**src/rtl/lsu_bus_master.sv**
```systemverilog
// lsu_bus_master
// Load/store initiator sitting between the core memory stage and the data RAM bus.
// Takes one command at a time, screens it for alignment, size code and address
// window, then holds a request on the bus until grant or timeout and reports the
// outcome with a single done pulse. Load data is sign/zero-extended here, so the
// bus-side uload strobe is always driven high during a transfer.

module lsu_bus_master #(
   parameter logic [31:0] RAM_BASE  = 32'h0000_0000,
   parameter int unsigned RAM_BYTES = 4096,
   parameter int unsigned TIMEOUT   = 15
) (
   input  logic        clk_i,
   input  logic        rst_i,
   input  logic        cmd_valid_i,
   output logic        cmd_ready_o,
   input  logic        cmd_we_i,
   input  logic [31:0] cmd_addr_i,
   input  logic [31:0] cmd_wdata_i,
   input  logic [1:0]  cmd_hb_i,
   input  logic        cmd_uload_i,
   output logic        done_o,
   output logic [1:0]  err_o,
   output logic [31:0] rdata_o,
   output logic        req_o,
   output logic        ce_o,
   input  logic        gnt_i,
   output logic [31:0] addr_o,
   output logic [31:0] wdata_o,
   output logic        we_o,
   output logic [1:0]  hb_o,
   output logic        uload_o,
   input  logic [31:0] rdata_i
);

   localparam logic [1:0] S_IDLE = 2'd0;
   localparam logic [1:0] S_REQ  = 2'd1;
   localparam logic [1:0] S_FIN  = 2'd2;

   localparam logic [1:0] ERR_OK      = 2'b00;
   localparam logic [1:0] ERR_ALIGN   = 2'b01;
   localparam logic [1:0] ERR_RANGE   = 2'b10;
   localparam logic [1:0] ERR_TIMEOUT = 2'b11;

   localparam int unsigned    TW          = $clog2(TIMEOUT + 1);
   localparam logic [TW-1:0]  TIMER_LAST  = TW'(TIMEOUT - 1);
   localparam logic [31:0]    RAM_BYTES_W = 32'(RAM_BYTES);

   logic [1:0]    r_state;
   logic [TW-1:0] r_timer;
   logic [31:0]   r_addr;
   logic [31:0]   r_wdata;
   logic          r_we;
   logic [1:0]    r_hb;
   logic          r_uload;
   logic          r_busUload;
   logic [1:0]    r_err;
   logic [31:0]   r_rdata;

   logic          w_misaligned;
   logic          w_inWindow;
   logic          w_badSize;
   logic [32:0]   w_offset;
   logic [31:0]   w_loadExt;

   // Screen the incoming command; the 33-bit offset keeps the window test safe
   // against wrap-around when the window sits at the top of the address map.
   always_comb begin
      w_misaligned = ((cmd_hb_i == 2'b10) && (cmd_addr_i[1:0] != 2'b00)) ||
                     ((cmd_hb_i == 2'b01) && cmd_addr_i[0]);
      w_offset     = {1'b0, cmd_addr_i} - {1'b0, RAM_BASE};
      w_inWindow   = !w_offset[32] && (w_offset[31:0] < RAM_BYTES_W);
      w_badSize    = (cmd_hb_i == 2'b11) || !w_inWindow;
   end

   // Extend right-aligned bus read data according to the latched size and uload.
   always_comb begin
      w_loadExt = rdata_i;
      case (r_hb)
         2'b00:   w_loadExt = r_uload ? {24'b0, rdata_i[7:0]}
                                      : {{24{rdata_i[7]}}, rdata_i[7:0]};
         2'b01:   w_loadExt = r_uload ? {16'b0, rdata_i[15:0]}
                                      : {{16{rdata_i[15]}}, rdata_i[15:0]};
         default: w_loadExt = rdata_i;
      endcase
   end

   // Main control: accept and screen in IDLE, wait for grant or timeout in REQ,
   // then spend exactly one cycle in FIN to present the result.
   always_ff @(posedge clk_i) begin
      if (rst_i) begin
         r_state    <= S_IDLE;
         r_timer    <= '0;
         r_addr     <= '0;
         r_wdata    <= '0;
         r_we       <= 1'b0;
         r_hb       <= 2'b00;
         r_uload    <= 1'b0;
         r_busUload <= 1'b0;
         r_err      <= ERR_OK;
         r_rdata    <= '0;
      end else begin
         case (r_state)
            S_IDLE: begin
               if (cmd_valid_i) begin
                  r_addr  <= cmd_addr_i;
                  r_wdata <= cmd_wdata_i;
                  r_we    <= cmd_we_i;
                  r_hb    <= cmd_hb_i;
                  r_uload <= cmd_uload_i;
                  r_timer <= '0;
                  r_rdata <= '0;
                  if (w_misaligned) begin
                     r_err   <= ERR_ALIGN;
                     r_state <= S_FIN;
                  end else if (w_badSize) begin
                     r_err   <= ERR_RANGE;
                     r_state <= S_FIN;
                  end else begin
                     r_err      <= ERR_OK;
                     r_busUload <= 1'b1;
                     r_state    <= S_REQ;
                  end
               end
            end
            S_REQ: begin
               if (gnt_i) begin
                  r_err   <= ERR_OK;
                  r_rdata <= r_we ? 32'h0 : w_loadExt;
                  r_state <= S_FIN;
               end else if (r_timer == TIMER_LAST) begin
                  r_err   <= ERR_TIMEOUT;
                  r_rdata <= '0;
                  r_state <= S_FIN;
               end else begin
                  r_timer <= r_timer + 1'b1;
               end
            end
            S_FIN: begin
               r_state <= S_IDLE;
            end
            default: begin
               r_state <= S_IDLE;
            end
         endcase
      end
   end

   // Handshake and bus strobes are decoded straight from the state register, so
   // the request drops on the edge that samples the grant or the timeout.
   always_comb begin
      cmd_ready_o = (r_state == S_IDLE);
      done_o      = (r_state == S_FIN);
      err_o       = done_o ? r_err : 2'b00;
      rdata_o     = done_o ? r_rdata : 32'h0;
      req_o       = (r_state == S_REQ);
      ce_o        = (r_state == S_REQ);
      we_o        = (r_state == S_REQ) && r_we;
      addr_o      = r_addr;
      wdata_o     = r_wdata;
      hb_o        = r_hb;
      uload_o     = r_busUload;
   end

endmodule

```
**config.mk**
```make
export PLATFORM = sky130hd
export DESIGN_NAME = lsu_bus_master
export DESIGN_NICKNAME = d
export VERILOG_FILES = /design/src/rtl/lsu_bus_master.sv
export SDC_FILE = /design/constraint.sdc
export NUM_CORES = 1
export LEC_CHECK = 0
export CELL_PAD_IN_SITES_DETAIL_PLACEMENT = 1
export CELL_PAD_IN_SITES_GLOBAL_PLACEMENT = 2
export CORE_UTILIZATION = 23
export CTS_BUF_LIST = sky130_fd_sc_hd__clkbuf_4 sky130_fd_sc_hd__clkbuf_8
export DETAILED_ROUTE_END_ITERATION = 12
export PLACE_DENSITY = 0.89
export SLEW_MARGIN = 20
export SYNTH_ARGS = -nofsm -noshare
export SYNTH_HDL_FRONTEND = slang
export SYNTH_SLANG_ARGS = --single-unit
export TNS_END_PERCENT = 30
```
**constraint.sdc**
```tcl
create_clock -name clk_i -period 2.3 [get_ports clk_i]
set_clock_uncertainty 0.2 [all_clocks]
set_input_delay 0.46 -clock clk_i [delete_from_list [all_inputs] [get_ports clk_i]]
set_output_delay 0.46 -clock clk_i [all_outputs]
set_load 0.005 [all_outputs]
```
Word-level counts from Yosys, hierarchy flattened
Cells that the tools add are included.
{ "totals": {"input_bits": 104, "register_bits": 109} }
{ "op_classes": {"mux": 26, "reduce_logical": 15, "n_lt_le_gt_ge": 1, "bitwise": 2, "n_eq_ne": 11, "n_addsub": 1} }
{ "ops": {"columns": ["operator", "n"], "rows": [
  ["2-to-1 mux 32 bit", 7],
  ["one-hot mux 32 bit (2 select lines)", 2],
  ["less-than comparator 32 x 13 -> 1 bit, second input constant", 1],
  ["2-to-1 mux 2 bit", 11],
  ["2-to-1 mux 4 bit", 3],
  ["one-hot mux 2 bit (2 select lines)", 2],
  ["one-hot mux 4 bit (2 select lines)", 1],
  ["AND reduction 4 bit", 2],
  ["== test 2 x 1 -> 1 bit, second input constant", 3],
  ["== test 2 bit, second input constant", 3],
  ["inequality test 2 bit, second input constant", 3],
  ["adder 4 x 1 -> 4 bit, second input constant", 1],
  ["== test 4 bit, second input constant", 1],
  ["zero test 2 bit", 2],
  ["AND reduction 2 bit", 2],
  ["nonzero test 2 bit", 2],
  ["logical AND 1 bit", 3],
  ["inequality test 3 x 1 -> 1 bit, second input constant", 1],
  ["AND reduction 3 bit", 1],
  ["logical OR 1 bit", 2],
  ["inverter 1 bit", 2],
  ["zero test 1 bit", 1]
]} }

Longest topological paths before layout
{ "logic_depth": {"depth_word": 7, "depth_mapped": 8, "depth_no_buf": 6} }

Least setup slack after synthesis
Ideal clock, no wire load.
{ "synth_timing": {"path_kind": "reg-to-output", "start": "register r_state[1]", "end": "output rdata_o[22]", "n_path_buf": 1, "required_time_ns": 1.640, "setup_slack_ns": 0.454, "stages_incl_launch_ff": 4, "arrival_time_ns": 1.186, "cell_sequence": "dfxtp_1 -> nor2b_1 -> clkbuf_1 -> and2_1"} }
{ "synth_via": {"elab_chain_len": 2} }
{ "synth_lines": {"columns": ["element", "line_no", "text"], "rows": [
  ["start: declaration", "49", "logic [1:0] r_state;"],
  ["start signal: assignment", "92", "r_state <= S_IDLE;"],
  ["start signal: assignment", "115", "r_state <= S_FIN;"],
  ["start signal: assignment", "118", "r_state <= S_FIN;"],
  ["== test 2 bit", "153", "done_o = (r_state == S_FIN);"],
  ["net done_o", "22", "output logic done_o,"],
  ["2-to-1 mux 32 bit", "155", "rdata_o = done_o ? r_rdata : 32'h0;"],
  ["end: declaration", "24", "output logic [31:0] rdata_o,"]
]} }
The timed path passes the listed nets, and every way through them passes these cells.

Final worst setup path
{ "layout_timing": {"start": "register r_state[1]", "end": "output req_o"} }
{ "layout_via": {"elab_chain_len": 1} }
{ "layout_lines": {"columns": ["element", "line_no", "text"], "rows": [
  ["== test 2 x 1 -> 1 bit", "156", "req_o = (r_state == S_REQ);"],
  ["end: declaration", "25", "output logic req_o,"]
]} }
No other way between the ends.

==> key figures <==
Critical path
  • Worst r2r src: r_timer[0]$_SDFFE_PP0P_
  • Worst r2r dst: r_rdata[24]$_SDFFE_PP0P_
  • Crit path to: req_o
  • R2r setup slk: 0.37 ns
  • FF-to-FF path depth: 6
  • Crit path max fanout: 7
  • Worst setup EP type: output pin
  • CP startpoint kind: flip-flop
  • Setup Crit Path Kind: reg -> out
  • Crit path from: r_state[1]$_SDFFE_PP0P_
  • CP Data Required Time: 1.64 ns
  • Critical Path AT: 1.65 ns

Yosys
  • Top post-synthesis cells by area: dfxtp_1 (50%), nand2_1 (12%), a21oi_1 (10%)
  • Synth area leader: dfxtp_1
  • Most numerous cell in the Yosys netlist: nand2_1
  • Multiplexer share of the synthesized area: 0.459%
  • Largest family of logic cells by synthesized area: simple AND/OR/NAND/NOR gates
  • Synth Area in Simple Gates: 25.9%
  • Post-synthesis compound-gate area fraction: 17.6%
  • Synth warn: 0
  • Post-synth cell types: 40
  • Syn_nets: 634
  • Post-synthesis xor/xnor area fraction: 0.602%
  • Seq/Total Area, Yosys: 50.0%
  • Top cells by count, synth: nand2_1 (141), dfxtp_1 (109), a21oi_1 (89)
  • Cell count after synthesis: 528
  • FF+latch count, synth: 109
  • Synth Area in Adders: 0.573%
  • Most frequently used flop master after synthesis: dfxtp_1
  • Post-synth EDFFs: 0
  • Share of the synthesized area in the top cell type: 50.0%
  • Post-Syn Area: 0.00436 mm²
  • Avg Cell Area, Syn: 8.27 µm²
  • Post-synthesis async set-or-reset flop share: 0%

Final layout
  • Post-layout instance area: 0.00710 mm²
  • Share of layout cells above drive strength 1: 8.43%
  • Area Growth Syn to Fin: 62.8%
  • # diodes: 0
  • Fin nets: 848
  • Core Util, Final: 38.1%
  • # fillers: 2188

Floorplan
  • IO Pins: 210
  • Core Rows: 50
  • Initial Util: 23.4%
  • Width of the die: 140 µm
  • DIE AREA: 0.0195 mm²
  • Chip height: 140 µm
  • Core Area: 0.0186 mm²

Route
  • Metal-1 WL: 6610 µm
  • WL/cell: 15.3 µm
  • Met3 Wirelength: 969 µm
  • WL final: 15000 µm
  • Drt initial violations: 173
  • Final ANT Viol Nets: 0
  • # DRC: 0
  • Pre-antenna DRT Iters: 6
  • Total number of vias: 4401
  • Vias per inst: 4.49
  • Routed length on met2: 7130 µm
  • Max Used Layer: met4

Timing
  • Period minus WS final: 2.31 ns
  • Max-slew headroom: 69.2%
  • Tcrit/Tclk final: 100%
  • Slew Limit Fails: 0
  • Final hold viol count: 0
  • Worst Max-Slew Pin Slew: 0.461 ns
  • Setup violations, final: 1
  • Fmax: 433 MHz
  • Setup TNS: -0.00824 ns
  • Hold WS: 0.236 ns
  • Unrepaired setup endpoints after global routing: yes
  • Final setup margin: -0.00824 ns

Clocking
  • Clk root buf: clkbuf_8
  • Max Root-Sink Buffers: 2
  • Clock slew at reported path FFs: 0.11 ns
  • Clock latency on the worst-skew pair: 0.38 ns
  • Hold Buf Count CTS: 0
  • CTS tree: yes
  • CTS H-tree depth: 3
  • Clock sink count: 109
  • CTS buffer count: 9

Power
  • Leak: 2.96 nW
  • Pwr Density: 545 mW/mm²
  • Max VDD drop: 0.262 mV

Placement
  • Post-placement cell area: 0.00684 mm²
  • DP Wirelength: 10500 µm
  • GP Congestion: 0.747
  • Port bufs: 209

Status
  • Outcome: finished, violations left
  • Violated checks: setup timing

Global route
  • Vias in the first global route: 4378
  • Initial antenna violation count: 0
  • First-pass GRT wire length: 23400 µm
  • Gr usage total: 15.2%
  • Gr ovfl total: 0
  • Largest net degree at the start of global routing: 70

Hold path
  • Hold Path Origin: rst_i
  • Hold Crit Class: in -> reg

Run
  • Max-cap violation count: 0
layer usage:
metal,up-vias,GRT usage (%)
met5,-,0
li1,2175,-
met1,2093,18.6
met4,0,5.90
met2,117,24.7
met3,16,4.65
power breakdown:
part	total (mW)	switching (mW)	internal, mW
sequential	2.00	0.0377	1.96
combinational	0.648	0.269	0.378
clock	1.23	0.714	0.511
placed cells by master (no fill, tap or decap), drive strengths merged, types with 16 or more instances in the layout:
cell type and instances:
nor2b 20, dfxtp 109, a21oi 89, buf 33, nor2 23, and2 36, dlygate4sd2 18, o2bb2ai 16
clkdlybuf4s50 172, nand2 141
final cells by class:
| cell class | count | area [µm²] | share of cell area (%) |
|---|---|---|---|
| Timing Repair Buffer | 242 | 2430 | 34.2 |
| Sequential cell | 109 | 2180 | 30.8 |
| Inverter | 3 | 11.3 | 0.159 |
| Clock inverter | 7 | 73.8 | 1.04 |
| Multi-Input combinational cell | 377 | 1990 | 28.0 |
| Tap cell | 234 | 293 | 4.12 |
| Clock buffer | 9 | 124 | 1.74 |
flip-flops by register name (all words and copies together) (netlist names):
signal and flops:
r_err 2, r_rdata 32, r_state 2, hb_o 2, wdata_o 32, r_uload 1
uload_o 1, r_timer 4, r_we 1, addr_o 32
timing repair:
item	4_1_cts	5_1_grt
gates resized for setup	26	21
pin swaps	0	0
setup buffers	0	2
cloned	0	1
endpoints found under the setup margin	38	16
through the flow:
| step | setup slack [ns] | power (mW) | instances |
|---|---|---|---|
| 2_1_floorplan | 0.454 | 2.26 | 528 |
| 3_3_place_gp | -0.360 | 2.68 | 962 |
| 3_5_place_dp | -0.344 | 2.69 | 962 |
| 4_1_cts | -0.129 | 3.95 | 978 |
| 5_1_grt | -0.0821 | 4.08 | 981 |
| 6_report | -0.00824 | 3.87 | 981 |
critical path, cell delays in order, from the launching register on:
cell,delay [ns]
dfxtp_2,0.34
buf_4,0.17
nor2b_4,0.14
buf_4,0.13
clkdlybuf4s50_1,0.49
cell families after synthesis:
logic type	count (synthesis)
xor gates and xnor gates	3
adders and majority gates	2
buffers and inverters	42
muxes	2
DFF	109
AOI/OAI and AO/OA	129
and+or+nand+nor	241
how the worst min path moves through the flow:
stage                                     endpoint  cells past startpoint
after floorplan           r_rdata[16]$_SDFFE_PP0P_                      1
after global placement    r_rdata[31]$_SDFFE_PP0P_                      1
after detailed placement  r_rdata[27]$_SDFFE_PP0P_                      1
after CTS                  r_rdata[4]$_SDFFE_PP0P_                      2
after global routing       r_rdata[0]$_SDFFE_PP0P_                      2
final                     r_rdata[12]$_SDFFE_PP0P_                      2
No activity file was read; power rests on OpenSTA's default activity.
